===== src/rtl/regfile_write_queue.sv =====
// rtl/regfile_write_queue.sv - in-order register write-back queue with forwarding lookup; optional REGFILE_WRITE_QUEUE_COALESCE_EN
module regfile_write_queue #(
    parameter int DEPTH = 4,
    parameter int WIDTH = 32,
    parameter int ADDRW = 5
) (
    input  logic                     Clk,
    input  logic                     Reset_n,
    input  logic                     InValid,
    output logic                     InReady,
    input  logic [ADDRW-1:0]         InRegister,
    input  logic [WIDTH-1:0]         InData,
    input  logic                     DrainEn,
    output logic                     RegWrite,
    output logic [ADDRW-1:0]         WriteRegister,
    output logic [WIDTH-1:0]         WriteData,
    input  logic [ADDRW-1:0]         LookupRegister,
    output logic                     LookupHit,
    output logic [WIDTH-1:0]         LookupData,
    output logic [$clog2(DEPTH):0]   Count,
    output logic                     Full,
    output logic                     Empty
);

    localparam int PTRW = $clog2(DEPTH);
    localparam int CNTW = PTRW + 1;

    logic [PTRW-1:0]  head_q, head_d, tail_q, tail_d;
    logic [CNTW-1:0]  count_q, count_d;
    logic [DEPTH-1:0] vld_q, vld_d;
    logic [ADDRW-1:0] reg_mem_q [DEPTH];
    logic [ADDRW-1:0] reg_mem_d [DEPTH];
    logic [WIDTH-1:0] data_mem_q [DEPTH];
    logic [WIDTH-1:0] data_mem_d [DEPTH];
    logic             out_vld_q, out_vld_d;
    logic [ADDRW-1:0] out_reg_q, out_reg_d;
    logic [WIDTH-1:0] out_data_q, out_data_d;

    logic             full, empty, in_ready, pop, accept, push_new, coalesce;
    logic [PTRW-1:0]  lk_idx;

    assign full  = (count_q == CNTW'(DEPTH));
    assign empty = (count_q == '0);
    assign pop   = DrainEn & ~empty;

`ifdef REGFILE_WRITE_QUEUE_COALESCE_EN
    logic [PTRW-1:0] tail_last;
    logic            tail_match;
    assign tail_last  = tail_q - PTRW'(1);
    assign tail_match = ~empty && (reg_mem_q[tail_last] == InRegister) && (InRegister != '0);
    // A full queue can still absorb a request that merges into its tail.
    assign in_ready   = Reset_n & (~full | (InValid & tail_match));
    // A tail leaving on this edge can no longer be merged into.
    assign coalesce   = accept & tail_match & ~(pop & (count_q == CNTW'(1)));
`else
    assign in_ready   = Reset_n & ~full;
    assign coalesce   = 1'b0;
`endif

    // Register 0 writes complete the handshake but are dropped.
    assign accept   = InValid & in_ready;
    assign push_new = accept & (InRegister != '0) & ~coalesce;

    // Next-state for pointers, entries, occupancy and the output stage.
    always_comb begin
        head_d     = head_q;
        tail_d     = tail_q;
        count_d    = count_q;
        vld_d      = vld_q;
        reg_mem_d  = reg_mem_q;
        data_mem_d = data_mem_q;
        out_vld_d  = pop;
        out_reg_d  = out_reg_q;
        out_data_d = out_data_q;
        if (pop) begin
            out_reg_d     = reg_mem_q[head_q];
            out_data_d    = data_mem_q[head_q];
            vld_d[head_q] = 1'b0;
            head_d        = head_q + PTRW'(1);
        end
        if (push_new) begin
            reg_mem_d[tail_q]  = InRegister;
            data_mem_d[tail_q] = InData;
            vld_d[tail_q]      = 1'b1;
            tail_d             = tail_q + PTRW'(1);
        end
`ifdef REGFILE_WRITE_QUEUE_COALESCE_EN
        if (coalesce) begin
            data_mem_d[tail_last] = InData;
        end
`endif
        case ({push_new, pop})
            2'b10:   count_d = count_q + CNTW'(1);
            2'b01:   count_d = count_q - CNTW'(1);
            default: count_d = count_q;
        endcase
    end

    // State registers; reset discards every queued and in-flight write.
    always_ff @(posedge Clk or negedge Reset_n) begin
        if (!Reset_n) begin
            head_q     <= '0;
            tail_q     <= '0;
            count_q    <= '0;
            vld_q      <= '0;
            out_vld_q  <= 1'b0;
            out_reg_q  <= '0;
            out_data_q <= '0;
            for (int i = 0; i < DEPTH; i++) begin
                reg_mem_q[i]  <= '0;
                data_mem_q[i] <= '0;
            end
        end else begin
            head_q     <= head_d;
            tail_q     <= tail_d;
            count_q    <= count_d;
            vld_q      <= vld_d;
            out_vld_q  <= out_vld_d;
            out_reg_q  <= out_reg_d;
            out_data_q <= out_data_d;
            reg_mem_q  <= reg_mem_d;
            data_mem_q <= data_mem_d;
        end
    end

    // Forwarding lookup: oldest first so the newest match wins.
    always_comb begin
        LookupHit  = 1'b0;
        LookupData = '0;
        lk_idx     = '0;
        if (LookupRegister != '0) begin
            if (out_vld_q && (out_reg_q == LookupRegister)) begin
                LookupHit  = 1'b1;
                LookupData = out_data_q;
            end
            for (int i = 0; i < DEPTH; i++) begin
                lk_idx = head_q + PTRW'(i);
                if (vld_q[lk_idx] && (reg_mem_q[lk_idx] == LookupRegister)) begin
                    LookupHit  = 1'b1;
                    LookupData = data_mem_q[lk_idx];
                end
            end
        end
    end

    assign InReady       = in_ready;
    assign RegWrite      = out_vld_q;
    assign WriteRegister = out_reg_q;
    assign WriteData     = out_data_q;
    assign Count         = count_q;
    assign Full          = full;
    assign Empty         = empty;

endmodule


===== config.mk =====
export PLATFORM = sky130hd
export DESIGN_NAME = regfile_write_queue
export DESIGN_NICKNAME = d
export VERILOG_FILES = /design/src/rtl/regfile_write_queue.sv
export SDC_FILE = /design/constraint.sdc
export NUM_CORES = 1
export LEC_CHECK = 0
export CAP_MARGIN = 20
export CORE_UTILIZATION = 40
export CTS_CLUSTER_DIAMETER = 80
export DETAILED_ROUTE_END_ITERATION = 12
export HOLD_SLACK_MARGIN = 0.1
export PLACE_DENSITY_LB_ADDON = 0.05
export SKIP_LAST_GASP = 1
export SYNTH_ARGS = -nofsm -noshare
export SYNTH_HDL_FRONTEND = slang
export SYNTH_SLANG_ARGS = --single-unit

===== constraint.sdc =====
create_clock -name Clk -period 8.2 [get_ports Clk]
set_clock_uncertainty 0.2 [all_clocks]
set_input_delay 0.82 -clock Clk [delete_from_list [all_inputs] [get_ports Clk]]
set_output_delay 0.82 -clock Clk [all_outputs]
set_load 0.02 [all_outputs]

* After elaboration in Yosys (flattened, before gate mapping)
Cells that the tools add are included. Widths: inputs -> output; s select.
Word-level totals: bits in registers 197, bits in latches 0, bits in writable memories 0, ROM bits 0, input port bits 46, output and inout bits 77, memories kept 0
Operators by class: add/subtract/negate cells 6, $mul 0, divide/modulo/power cells 0, magnitude comparators 13, equality and inequality tests 8, shift-type cells 0, multiplexer cells 57, bitwise gates (word level) 14, reductions and logical operators 12
Operators by type and width (number):
- $mux 32 | 15
- $bmux 32 s2 | 4
- $bwmux 128 | 1
- $demux 32 s2 | 1
- $mux 5 | 9
- $bmux 5 s2 | 4
- $eq 5x5->1 | 5
- $bwmux 20 | 1
- $ge 3x3->1 const B | 5
- $lt 2x3->1 const B | 5
- $not 2->3 | 5
- $mux 1 | 12
- $demux 5 s2 | 1
- $reduce_bool 5->1 | 2
- $bmux 1 s2 | 4
- $logic_and 1x1->1 | 8
- $mux 4 | 2
- $pmux 3 s2 | 1
- $add 2x1->2 const B | 2
- $add 2x2->2 const B | 2
- $and 1x1->1 | 4
- $and 4x4->4 | 1
- $demux 1 s2 | 2
- $ge 2x1->1 const B | 2
- 11 further kinds | 12

* Logic depth before layout (Yosys ltp)
depth in word-level cells 11, mapped depth 17, gate-level depth less buffers 11

* Worst setup path after synthesis
Ideal clock, no wire load.
path kind flip-flop to output port, start register head_q[1], end output LookupData[0], arrival 3977 ps, data required time 7180 ps, path slack 3203 ps, stages on the path, launching flop included 18, buffers on the path 9, cells stage by stage dfrtp_1 > buf_2 > buf_2 > buf_4 > buf_2 > buf_2 > inv_1 > ha_1 > buf_2 > buf_2 > mux2_2 > a21boi_0 > and4_1 > and2_1 > buf_2 > buf_4 > a221oi_2 > o31ai_1
On the way: cells in the longest elaborated chain, start to end 11, elaborated cells between the ends (all ways) 52, those cells by class 3 x add/sub; 4 x eq/ne; 37 x mux; 4 x bitwise; 4 x reduce/logical
RTL lines:
- from (decl) | line 28 | logic [PTRW-1:0] head_q, head_d, tail_q, tail_d;
- from (signal assigned) | line 102 | head_q <= '0;
- from (signal assigned) | line 114 | head_q <= head_d;
- $add 2x1->2 / $not 2->3 (equally long branches) | line 137, 138, 140
- $not 2->3 (implied by the code) / $bmux 5 s2 (equally long branches) | line 138, 140
- $bmux 5 s2 / $mux 5 (equally long branches) | line 138 | if (vld_q[lk_idx] && (reg_mem_q[lk_idx] == LookupRegister)) begin
- $mux 5 (implied by the code) | line 138
- $mux 5 (implied by the code) / $eq 5x5->1 (equally long branches) | line 138
- $eq 5x5->1 / $logic_and 1x1->1 (equally long branches) | line 138
- $logic_and 1x1->1 / $mux 32 (equally long branches) | line 138
- $mux 32 (2 in series) | line 138
- $mux 32 (*) | line 138
- $mux 32 (*) | line 131 | if (LookupRegister != '0) begin
- to (decl) | line 19 | output logic [WIDTH-1:0] LookupData,
Mark *: on every way between the ends. The rest lies on a longest branch, timed or not. The select of a mux whose other input is x is not followed.

* Worst setup path in the final report
start register head_q[0], end output LookupData[15]
Same word-level chain as after synthesis.

==> run metrics <==
status=completed; number of flops mapped to enable cells by yosys=0; setup tns final=0 ps; CTS Root Cell=clkbuf_16; Synth Area in XOR/XNOR=0.02447; post-CTS setup buffer count=0; # IOs=123; crit end category=output port; Layout Area Growth over Synthesis=16.02%; Synth Area in Compound Gates=0.07982; top routing layer used=met5; synthesized instance count=979; drt pass-1 iters=4; RSZ-0062 raised after global routing=no; r2r setup slk=4670 ps; Max Buffers Root-to-Sink=2; HPWL Detailed=about 21 mm; Core ar.=31,880 µm²; Num CTS Buffers=17; Power Total=6.900 mW; startpoint types=flip-flop; CTS Hold Bufs=0; initial antenna violation count=1; largest cells by area after synthesis=dfrtp_1 (38%), mux4_2 (25%), mux2_2 (13%); register area share after synthesis=0.3766; die area=between 30,000 and 40,000 µm²; CP required=slightly above 7000 ps; maxcap violations=0; main combinational cell family by area after synthesis=multiplexers; Tightest Pin Transition=roughly 1000 ps; Critical Path AT=5580 ps; clk sinks=197; Placed Cells incl. Taps=between 1,000 and 1,500; Crit. Startpoint=head_q[0]$_DFFE_PN0N_; layout cells sized above 1=0.3752; Top FF cell, synth=dfrtp_1; # DRC=0; Synth Area in Simple Gates=0.07886; Port-buffer cells=around 120; pin count of the biggest net entering global routing=just under 80; Final ANT Viol Nets=0; Synth Cell Area=13,090 µm²; Cell Pwr Density=454.4 nW/µm²; # fillers=approximately 2,900; Crit Path Category=reg -> out; r2r startpoint=head_q[0]$_DFFE_PN0N_; met1 wire length=16.90 mm; Skew-Pair Late Insertion Delay=450 ps; Crit Path Max Fanout=44; DR vias/cell=around 6.1; P_leak=5.901 nW; Mapped Nets=1,035; Post-Route WL=36.42 mm; Worst VDD drop=between 0.2 and 0.25 mV; area leader, netlist=dfrtp_1; flops & latches, synth=197; Die W=182.9 µm; power share of the clock group=0.132; internal power=roughly 4.2 mW; H-tree depth=4; number of global-route vias before repair=just over 9,000; CTS tree=yes; top-area cell type share of the netlist area=0.3766; met2 wire length=17.37 mm; Reg clk slew, reported paths=about 80 ps; Syn Area/Cell=13.37 µm²; final worst-path cycle share=0.8046; post-synthesis adder-cell area fraction=0.01013; Comb pwr share=0.563; Sw Ratio=0.3955; Post-synth top cells=dfrtp_1 (197), mux2_2 (150), mux4_2 (144), nand2_1 (136), buf_2 (43); number of gates resized after CTS=0; Die Span Y=around 180 µm; Final Hold Vio Count=0; Core Rows=65; first-pass GRT wire length=57.41 mm; routed via count=9,069; Flop pwr share=0.305; final std cells w/o fill=1,493; WL met3=between 1.5 and 2 mm; FFs w/ async S/R, synth=1.000; Rel. slew slack=0.3179; Initial Utilization=0.4106; most frequent cell after synthesis=dfrtp_1; R2R Path End=WriteData[1]$_DFFE_PN0N_; post-synthesis mux area share=0.3887; Overflow after GRT=0; final setup fails=0; fin crit period=around 6600 ps; GRT Util Overall=0.2285; synth unique cells=48; synth warn=0; Net Switching=2.729 mW; worst min path class=in -> async; DR iter-0 viols=614; Placer Congestion=0.7528; FMAX=0.1516 GHz; final net count=1,101; R2R cell count=6; per-cell routed wire length=24.40 µm; # diodes=0; Slew Limit Fails=0
## critical path, cell delays in order (launching register included)
cell and delay, ps:
dfrtp_4 900, inv_1 300, ha_4 660, mux4_2 570, xor2_1 150, a211oi_1 260, and2_2 760, buf_4 450
a221oi_2 60, o31ai_1 320, clkdlybuf4s50_1 660
## state kept, by name, indices dropped and copies added (netlist names)
signal	count
reg_mem_q	20
tail_q	2
Count	3
WriteRegister	5
WriteData	32
head_q	2
vld_q	4
data_mem_q	128
RegWrite	1
## cells in the final DEF, fill, tap and decap left out, types with 5 or more instances in the layout
cell type / instances
xnor2_1: 18
o31ai_1: 32
mux2i_1: 5
a22oi_1: 31
nor2_1: 37
dfrtp_1: 195
ha_1: 8
inv_1: 8
clkbuf_16: 17
buf_4: 19
nor3b_1: 32
a221oi_2: 30
nand2_1: 132
mux2_2: 150
xor2_1: 13
mux4_2: 144
clkdlybuf4s50_1: 121
## power by group through the flow
stage	logic, mW	clock network [mW]	registers (mW)
6_report	3.89	0.909	2.10
5_1_grt	4.18	0.979	2.20
4_1_cts	3.92	0.938	2.10
3_5_place_dp	3.89	0	2.11
3_3_place_gp	3.88	0	2.09
2_1_floorplan	3.03	0	1.95
## cell families after synthesis
kind of cell / Yosys count
multiplexers: 303
XOR/XNOR: 34
AO/OA/AOI/OAI: 107
buffers and inverters: 104
adder cells (fa/ha/maj): 10
flip-flops: 197
AND/OR/NAND/NOR: 224
## per-stage QoR
| stage | hold WS [ps] | setup slack, ps | cell area, µm² | utilization |
|---|---|---|---|---|
| after floorplan | 291.7 | 3203 | 13090 | - |
| after CTS | 207.4 | 1528 | 15160 | 0.4755 |
| after global placement | 307.1 | 2097 | 14540 | 0.4560 |
| final | 180.6 | 1602 | 15190 | 0.4763 |
| after detailed placement | 306.5 | 2045 | 14540 | 0.4560 |
| after global routing | 211.7 | 1216 | 15190 | 0.4763 |
## worst max path at each step
stage / to / slack [ps] / cells after the start
6_report: LookupData[15] / 1600 / 10
5_1_grt: LookupData[10] / 1220 / 10
3_5_place_dp: LookupData[31] / 2050 / 10
4_1_cts: LookupData[31] / 1530 / 10
2_1_floorplan: LookupData[0] / 3200 / 17
3_3_place_gp: LookupData[12] / 2100 / 10
## per-layer routing
metal	GRT usage	vias up
li1	-	3925
met4	0.06100	2
met1	0.3253	4836
met5	0	-
met2	0.3605	271
met3	0.04091	35
## layout make-up
class	count	area, µm²	area share
Clock buffer	17	425.4	0.02801
Clock inverter	15	195.2	0.01285
Inverter	9	33.78	0.002225
Multi-Input combinational cell	678	7655	0.5041
Sequential cell	197	4937	0.3251
Tap cell	435	544.3	0.03584
Timing Repair Buffer	142	1395	0.09187
Note: power is estimated with default switching activity, not from simulation.
